==> config.mk <==
export PLATFORM = sky130hd
export DESIGN_NAME = systolic_drain
export DESIGN_NICKNAME = d
export VERILOG_FILES = /design/src/rtl/systolic_drain.sv
export SDC_FILE = /design/constraint.sdc
export NUM_CORES = 1
export LEC_CHECK = 0
export BUFFER_PORTS_ARGS = -buffer_cell sky130_fd_sc_hd__buf_2
export CORE_MARGIN = 5
export CORE_UTILIZATION = 55
export DETAILED_ROUTE_END_ITERATION = 10
export PLACE_DENSITY = 0.84
export SLEW_MARGIN = 10
export SYNTH_ARGS = -nofsm -noshare
export SYNTH_HDL_FRONTEND = slang
export SYNTH_SLANG_ARGS = --single-unit
==> constraint.sdc <==
create_clock -name clk -period 8.3 [get_ports clk]
set_clock_uncertainty 0.15 [all_clocks]
set_input_delay 0.83 -clock clk [delete_from_list [all_inputs] [get_ports clk]]
set_output_delay 0.83 -clock clk [all_outputs]
set_load 0.02 [all_outputs]
==> src/rtl/systolic_drain.sv <==
// Drains one captured row of MAC accumulators as requantised words over valid/ready.
// Build option: define SYSTOLIC_DRAIN_RELU_EN to clamp negative outputs to zero.
module systolic_drain #(
  parameter int unsigned N         = 4,
  parameter int unsigned ACC_WIDTH = 17,
  parameter int unsigned OUT_WIDTH = 8,
  parameter int unsigned SHIFT     = 2
) (
  input  logic                   clk,
  input  logic                   rst,
  input  logic [N*ACC_WIDTH-1:0] acc_i,
  input  logic                   capture_i,
  output logic [OUT_WIDTH-1:0]   out_data_o,
  output logic [((N > 1) ? $clog2(N) : 1)-1:0] out_idx_o,
  output logic                   out_valid_o,
  input  logic                   out_ready_i,
  output logic                   out_last_o,
  output logic                   busy_o,
  output logic                   overrun_o,
  output logic                   acc_clr_o
);

  localparam int unsigned IDX_W = (N > 1) ? $clog2(N) : 1;
  localparam logic [IDX_W-1:0] LAST_IDX = IDX_W'(N - 1);
  localparam logic signed [ACC_WIDTH-1:0] OUT_MAX =
    ACC_WIDTH'((1 << (OUT_WIDTH - 1)) - 1);
  localparam logic signed [ACC_WIDTH-1:0] OUT_MIN = -OUT_MAX - ACC_WIDTH'(1);

  typedef enum logic [0:0] {
    IDLE   = 1'b0,
    STREAM = 1'b1
  } state_e;

  state_e                        state_q, state_d;
  logic [IDX_W-1:0]              idx_q, idx_d;
  logic signed [ACC_WIDTH-1:0]   snap_q [N];
  logic signed [ACC_WIDTH-1:0]   snap_d [N];
  logic                          overrun_q, overrun_d;
  logic                          acc_clr_q, acc_clr_d;

  logic                          xfer;
  logic                          at_last;
  logic                          take;

  // Shift (floor), saturate, then optional ReLU.
  function automatic logic [OUT_WIDTH-1:0] requant(input logic signed [ACC_WIDTH-1:0] v);
    logic signed [ACC_WIDTH-1:0] s;
    logic [OUT_WIDTH-1:0]        r;
    s = v >>> SHIFT;
    if (s > OUT_MAX) begin
      r = OUT_MAX[OUT_WIDTH-1:0];
    end else if (s < OUT_MIN) begin
      r = OUT_MIN[OUT_WIDTH-1:0];
    end else begin
      r = s[OUT_WIDTH-1:0];
    end
`ifdef SYSTOLIC_DRAIN_RELU_EN
    if (r[OUT_WIDTH-1]) begin
      r = '0;
    end
`else
`endif
    return r;
  endfunction

  always_ff @(posedge clk) begin
    if (rst) begin
      state_q   <= IDLE;
      idx_q     <= '0;
      overrun_q <= 1'b0;
      acc_clr_q <= 1'b0;
      for (int k = 0; k < int'(N); k++) begin
        snap_q[k] <= '0;
      end
    end else begin
      state_q   <= state_d;
      idx_q     <= idx_d;
      overrun_q <= overrun_d;
      acc_clr_q <= acc_clr_d;
      for (int k = 0; k < int'(N); k++) begin
        snap_q[k] <= snap_d[k];
      end
    end
  end

  assign xfer    = (state_q == STREAM) && out_ready_i;
  assign at_last = (idx_q == LAST_IDX);
  // A capture is only taken when the snapshot register is free by the next cycle.
  assign take    = capture_i && ((state_q == IDLE) || (xfer && at_last));

  always_comb begin
    state_d   = state_q;
    idx_d     = idx_q;
    overrun_d = overrun_q;
    acc_clr_d = 1'b0;
    for (int k = 0; k < int'(N); k++) begin
      snap_d[k] = snap_q[k];
    end

    case (state_q)
      IDLE: begin
        if (take) begin
          state_d = STREAM;
        end
      end
      STREAM: begin
        if (xfer) begin
          if (at_last) begin
            state_d = take ? STREAM : IDLE;
            idx_d   = '0;
          end else begin
            idx_d = idx_q + IDX_W'(1);
          end
        end
        if (capture_i && !take) begin
          overrun_d = 1'b1;
        end
      end
      default: begin
        state_d = IDLE;
        idx_d   = '0;
      end
    endcase

    if (take) begin
      idx_d     = '0;
      acc_clr_d = 1'b1;
      for (int k = 0; k < int'(N); k++) begin
        snap_d[k] = acc_i[k*ACC_WIDTH +: ACC_WIDTH];
      end
    end
  end

  // Outputs are decoded from registered state only; data is zero while idle.
  assign out_valid_o = (state_q == STREAM);
  assign busy_o      = (state_q == STREAM);
  assign out_idx_o   = out_valid_o ? idx_q : '0;
  assign out_last_o  = out_valid_o && at_last;
  assign out_data_o  = out_valid_o ? requant(snap_q[idx_q]) : '0;
  assign overrun_o   = overrun_q;
  assign acc_clr_o   = acc_clr_q;

endmodule

# After elaboration in Yosys (flattened, before gate mapping)
# Memory sizes are Yosys's and may differ from the RTL's. A register that Yosys moved wholly into a read port is not among the register bits.
# Cells that the tools add are included.
[word_totals]
elab_cells = 45
ramBits = 68
inputBits = 72
reg_bits = 5
out_inout_bits = 15
memories = 1
[classes]
muxes = 19
order_cmp = 2
eq_ne = 2
n_bitwise = 5
reduce_logical = 11
n_addsub = 1
[mem_list]
columns = ["memory", "words", "word_bits", "read_ports", "rd_clocked_by_memory_dff", "write_ports", "line", "source"]
rows = [
  ["snap_q", 4, 17, 1, 1, 4, "36", "logic signed [ACC_WIDTH-1:0] snap_q [N];"],
]
[ops]
columns = ["op", "n"]
rows = [
  ["$mux W17", 4],
  ["$mux W68", 1],
  ["$mux W8", 3],
  ["$gt A15 B8 Y1 const B", 1],
  ["$lt A15 B8 Y1 const B", 1],
  ["$mux W2", 4],
  ["$mux W1", 6],
  ["$reduce_and A2 Y1", 3],
  ["$logic_and A1 B1 Y1", 5],
  ["$or A1 B1 Y1", 4],
  ["$add A2 B1 Y2 const B", 1],
  ["$eq A2 B2 Y1 const B", 1],
  ["$pmux W1 S2", 1],
  ["$reduce_or A2 Y1", 1],
  ["$logic_not A1 Y1", 1],
  ["$logic_or A1 B1 Y1", 1],
  ["$ne A1 B1 Y1 const B", 1],
  ["$not A1 Y1", 1],
]

# Logic depth before layout (Yosys ltp)
[depth]
word_depth = 8
ltp_mapped = 6
mapped_depth_nobuf = 5

# Worst setup path after synthesis
# OpenSTA, ideal clock, no wires.
[synth_timing]
path_kind = "input -> register"
from = "input out_ready_i"
to = "memory snap_q[0][10], enable pin"
t_required_ps = 7720
cell_stages = 3
path_buffers = 0
setup_ps = 430
slack_ps = 5202
arrival_time_ps = 2519
cell_sequence = "a21boi_0 nand2b_1 nand2b_1"
[synth_lines]
columns = ["element", "line", "source"]
rows = [
  ["start: declaration", "16", "input logic out_ready_i,"],
  ["end: declaration", "36", ""],
]

==> results.cfg <==
[power_and_ir_drop]
power.switching_fraction_pct = 21.5
p_sw_uw = 160
pwr_cell_area_mw_per_mm2 = 204
internal_power_uw = 584
power.share.combinational_pct = 10.0
power.share.clock_pct = 36.0
power.total_uw = 744
max-vdd-ir-drop_uv = 165
seq_power_share_pct = 54.0
power.leakage_nw = 1.50

[cells_and_area]
num-nets-final = 352
fraction_of_layout_instances_using_a_drive_strength_above_1_pct = 39.1
flow.area_growth_from_synthesis_pct = 21.0
finalNonFillerCells = 356
num_antenna_cells = 0

[placed_design]
port-buffer-count = 78
detailed_placer_s_ending_hpwl_um = 3810
gp_routability_congestion = 0.713
post-place-ws_ns = 4.62
numPlacedInstances = 340

[sta]
max_slew_margin_pct = 34.2
final_min_period_over_clock_period_pct = 48.1
rsz0062_at_grt = false
max_freq_ghz = 0.250
post-route-worst-setup-slack_ns = 4.31
final-setup-viol-count = 0
period_minus_slack_ns = 3.99
worst_slew_pin_slew_ns = 0.986
report.final.hold_viol_count = 0
hold_ws_ns = 0.321
timing.setup.tns_ns = 0
final_max_slew_viol_count = 0

[synth]
yosysMostFrequentCell = sky130_fd_sc_hd__and2_1
ys_seq_elements = 67
dominantRegCellSynth = sky130_fd_sc_hd__edfxtp_1
ys_async_sr_fraction_pct = 0
ys_top_cells_by_count = sky130_fd_sc_hd__and2_1 (64), sky130_fd_sc_hd__edfxtp_1 (60), sky130_fd_sc_hd__mux4_2 (14)
post-synth-top-area-cell = sky130_fd_sc_hd__edfxtp_1
synth_fp_nets = 274
synthesis.area_mm2 = 0.00301
synth-edff-count = 60
synth_area_per_cell_um2 = 15.0
ys.warnings.count = 0
synth_largest_type_area_fraction_pct = 59.9
synth_cells = 201
synth_top_cells_by_area = sky130_fd_sc_hd__edfxtp_1 (60%), sky130_fd_sc_hd__and2_1 (13%), sky130_fd_sc_hd__mux4_2 (10%)
synth_seq_area_share_pct = 64.6
synthDistinctLibCells = 22

[route]
detail_route.vias_per_cell = 5.03
post-route-drc-count = 0
first_iter_violations = 102
firstDrtPassIters = 4
route.final.wire_length_um = 5470
route.antenna.remaining_nets = 0
detail_route.wl_per_cell_um = 15.4
detailroute.via_count = 1790

[cts]
cts_repair_resize_count = 0
cts_htree_levels = 3
post-cts-setup-buffer-count = 0
tritoncts_clock_tree = done
cts_hold_buf = 0
root_buffer = sky130_fd_sc_hd__clkbuf_8
cts_buffer_depth = 2
tritoncts.num_buffers = 9
tritoncts_num_sinks = 67
clk-insertion-delay-late_ns = 0.33
clk_transition_reported_paths_ns = 0.07

[setup_path]
crit_path_end_kind = output pin
path_max_fanout = 15
timing.critical_path.required_ns = 7.32
crit_type = reg -> out
cp_data_arrival_time_ns = 3.01
critical_path_start_type = flop

[die]
starting_utilization_of_the_core_area_pct = 55.6
pin_count = 87
std_cell_rows = 27
die_area_mm2 = 0.00705
core_mm2 = 0.00541
die_height_um = 84.0
dieWidth_um = 84.0

[global_routing]
grt_overflow_total = 0
grt_usage_pct = 16.5
global_route_wire_length_before_repair_um = 8800
number_of_antenna_violations_at_the_first_check_in_global_routing = 0
grt_start_max_net_pins = 63
number_of_global_route_vias_before_repair = 1880

[worst_hold_path]
timing.hold.worst.class = reg -> reg

[run_status]
run_status = completed

[run]
drv.max_cap_violation_count = 0
metrics by stage:
stage                     utilization, %  instance area [um2]
after floorplan                        -                 3010
after global placement              63.7                 3440
after detailed placement            63.7                 3440
after CTS                           67.3                 3640
after global routing                67.3                 3640
final                               67.3                 3640
worst paths after layout:
kind	slack (ns)	cells past startpoint	to	startpoint
setup / recovery	4.31	5	out_data_o[6]	flop
hold / removal	0.32	2	overrun_o	overrun_o
setup reg to reg	6.09	5	snap_q[1][5]	idx_q[0]
hold reg to reg	0.32	2	overrun_o	overrun_o
power groups by stage:
stage                     sequential, mW  combinational, mW  clock (mW)
after detailed placement           0.410             0.0747           0
after global routing               0.405             0.0813       0.289
after CTS                          0.403             0.0749       0.272
after global placement             0.408             0.0724           0
final                              0.402             0.0740       0.268
after floorplan                    0.406             0.0487           0
critical path, cell delays in order, from the launching register on:
cell and delay, ns:
sky130_fd_sc_hd__dfxtp_1 0.97, sky130_fd_sc_hd__mux4_2 0.66, sky130_fd_sc_hd__nor4_4 0.50, sky130_fd_sc_hd__nand3_1 0.14
sky130_fd_sc_hd__a22o_1 0.24, sky130_fd_sc_hd__buf_2 0.16
flip-flops by register name (all words and copies together), names as in the netlist, named ones only:
name	flops
acc_clr_o	1
busy_o	1
overrun_o	1
snap_q	60
idx_q	2
layout by cell type, fill, tap and decap left out:
cell type	instances
sky130_fd_sc_hd__a21boi_0	1
sky130_fd_sc_hd__a21oi_1	3
sky130_fd_sc_hd__a22o_1	7
sky130_fd_sc_hd__and2_1	64
sky130_fd_sc_hd__buf_2	78
sky130_fd_sc_hd__buf_4	1
sky130_fd_sc_hd__bufinv_16	1
sky130_fd_sc_hd__clkbuf_1	3
sky130_fd_sc_hd__clkbuf_8	11
sky130_fd_sc_hd__clkinv_2	1
sky130_fd_sc_hd__dfxtp_1	7
sky130_fd_sc_hd__edfxtp_1	60
sky130_fd_sc_hd__ha_1	1
sky130_fd_sc_hd__mux4_1	1
sky130_fd_sc_hd__mux4_2	14
sky130_fd_sc_hd__nand2_1	2
sky130_fd_sc_hd__nand2b_1	1
sky130_fd_sc_hd__nand2b_2	1
sky130_fd_sc_hd__nand3_1	8
sky130_fd_sc_hd__nand4_1	2
sky130_fd_sc_hd__nor2_1	11
sky130_fd_sc_hd__nor2_2	2
sky130_fd_sc_hd__nor2_4	1
sky130_fd_sc_hd__nor2b_1	1
sky130_fd_sc_hd__nor3_1	1
sky130_fd_sc_hd__nor4_4	1
kinds of logic (layout without fill, tap and decap cells):
| family | Yosys count | in the layout | synth area share, % |
|---|---|---|---|
| AO/OA/AOI/OAI | 11 | 11 | 2.79 |
| adder cells (fa/ha/maj) | 1 | 1 | 0.416 |
| buffers and inverters | 12 | 95 | 2.16 |
| flip-flops | 67 | 67 | 64.6 |
| multiplexers | 15 | 15 | 11.4 |
| AND/OR/NAND/NOR | 95 | 95 | 18.7 |
layout make-up:
| type | count | area, um2 |
|---|---|---|
| clock buffers | 14 | 163 |
| clock inverters | 2 | 35.0 |
| fillers | 402 | 1770 |
| multi-input cells | 122 | 1010 |
| flip-flops and latches | 67 | 1940 |
| well taps | 72 | 90.1 |
| repair buffers | 79 | 398 |
routing by layer:
layer | global-route usage (%) | wire length (um) | up-vias
met2 | 26.9 | 2760 | 53
met4 | 7.89 | 108 | 0
li1 | - | - | 893
met3 | 3.06 | 265 | 11
met1 | 21.2 | 2340 | 833
met5 | 0 | 0 | -
(Power assumes the default switching activity.)
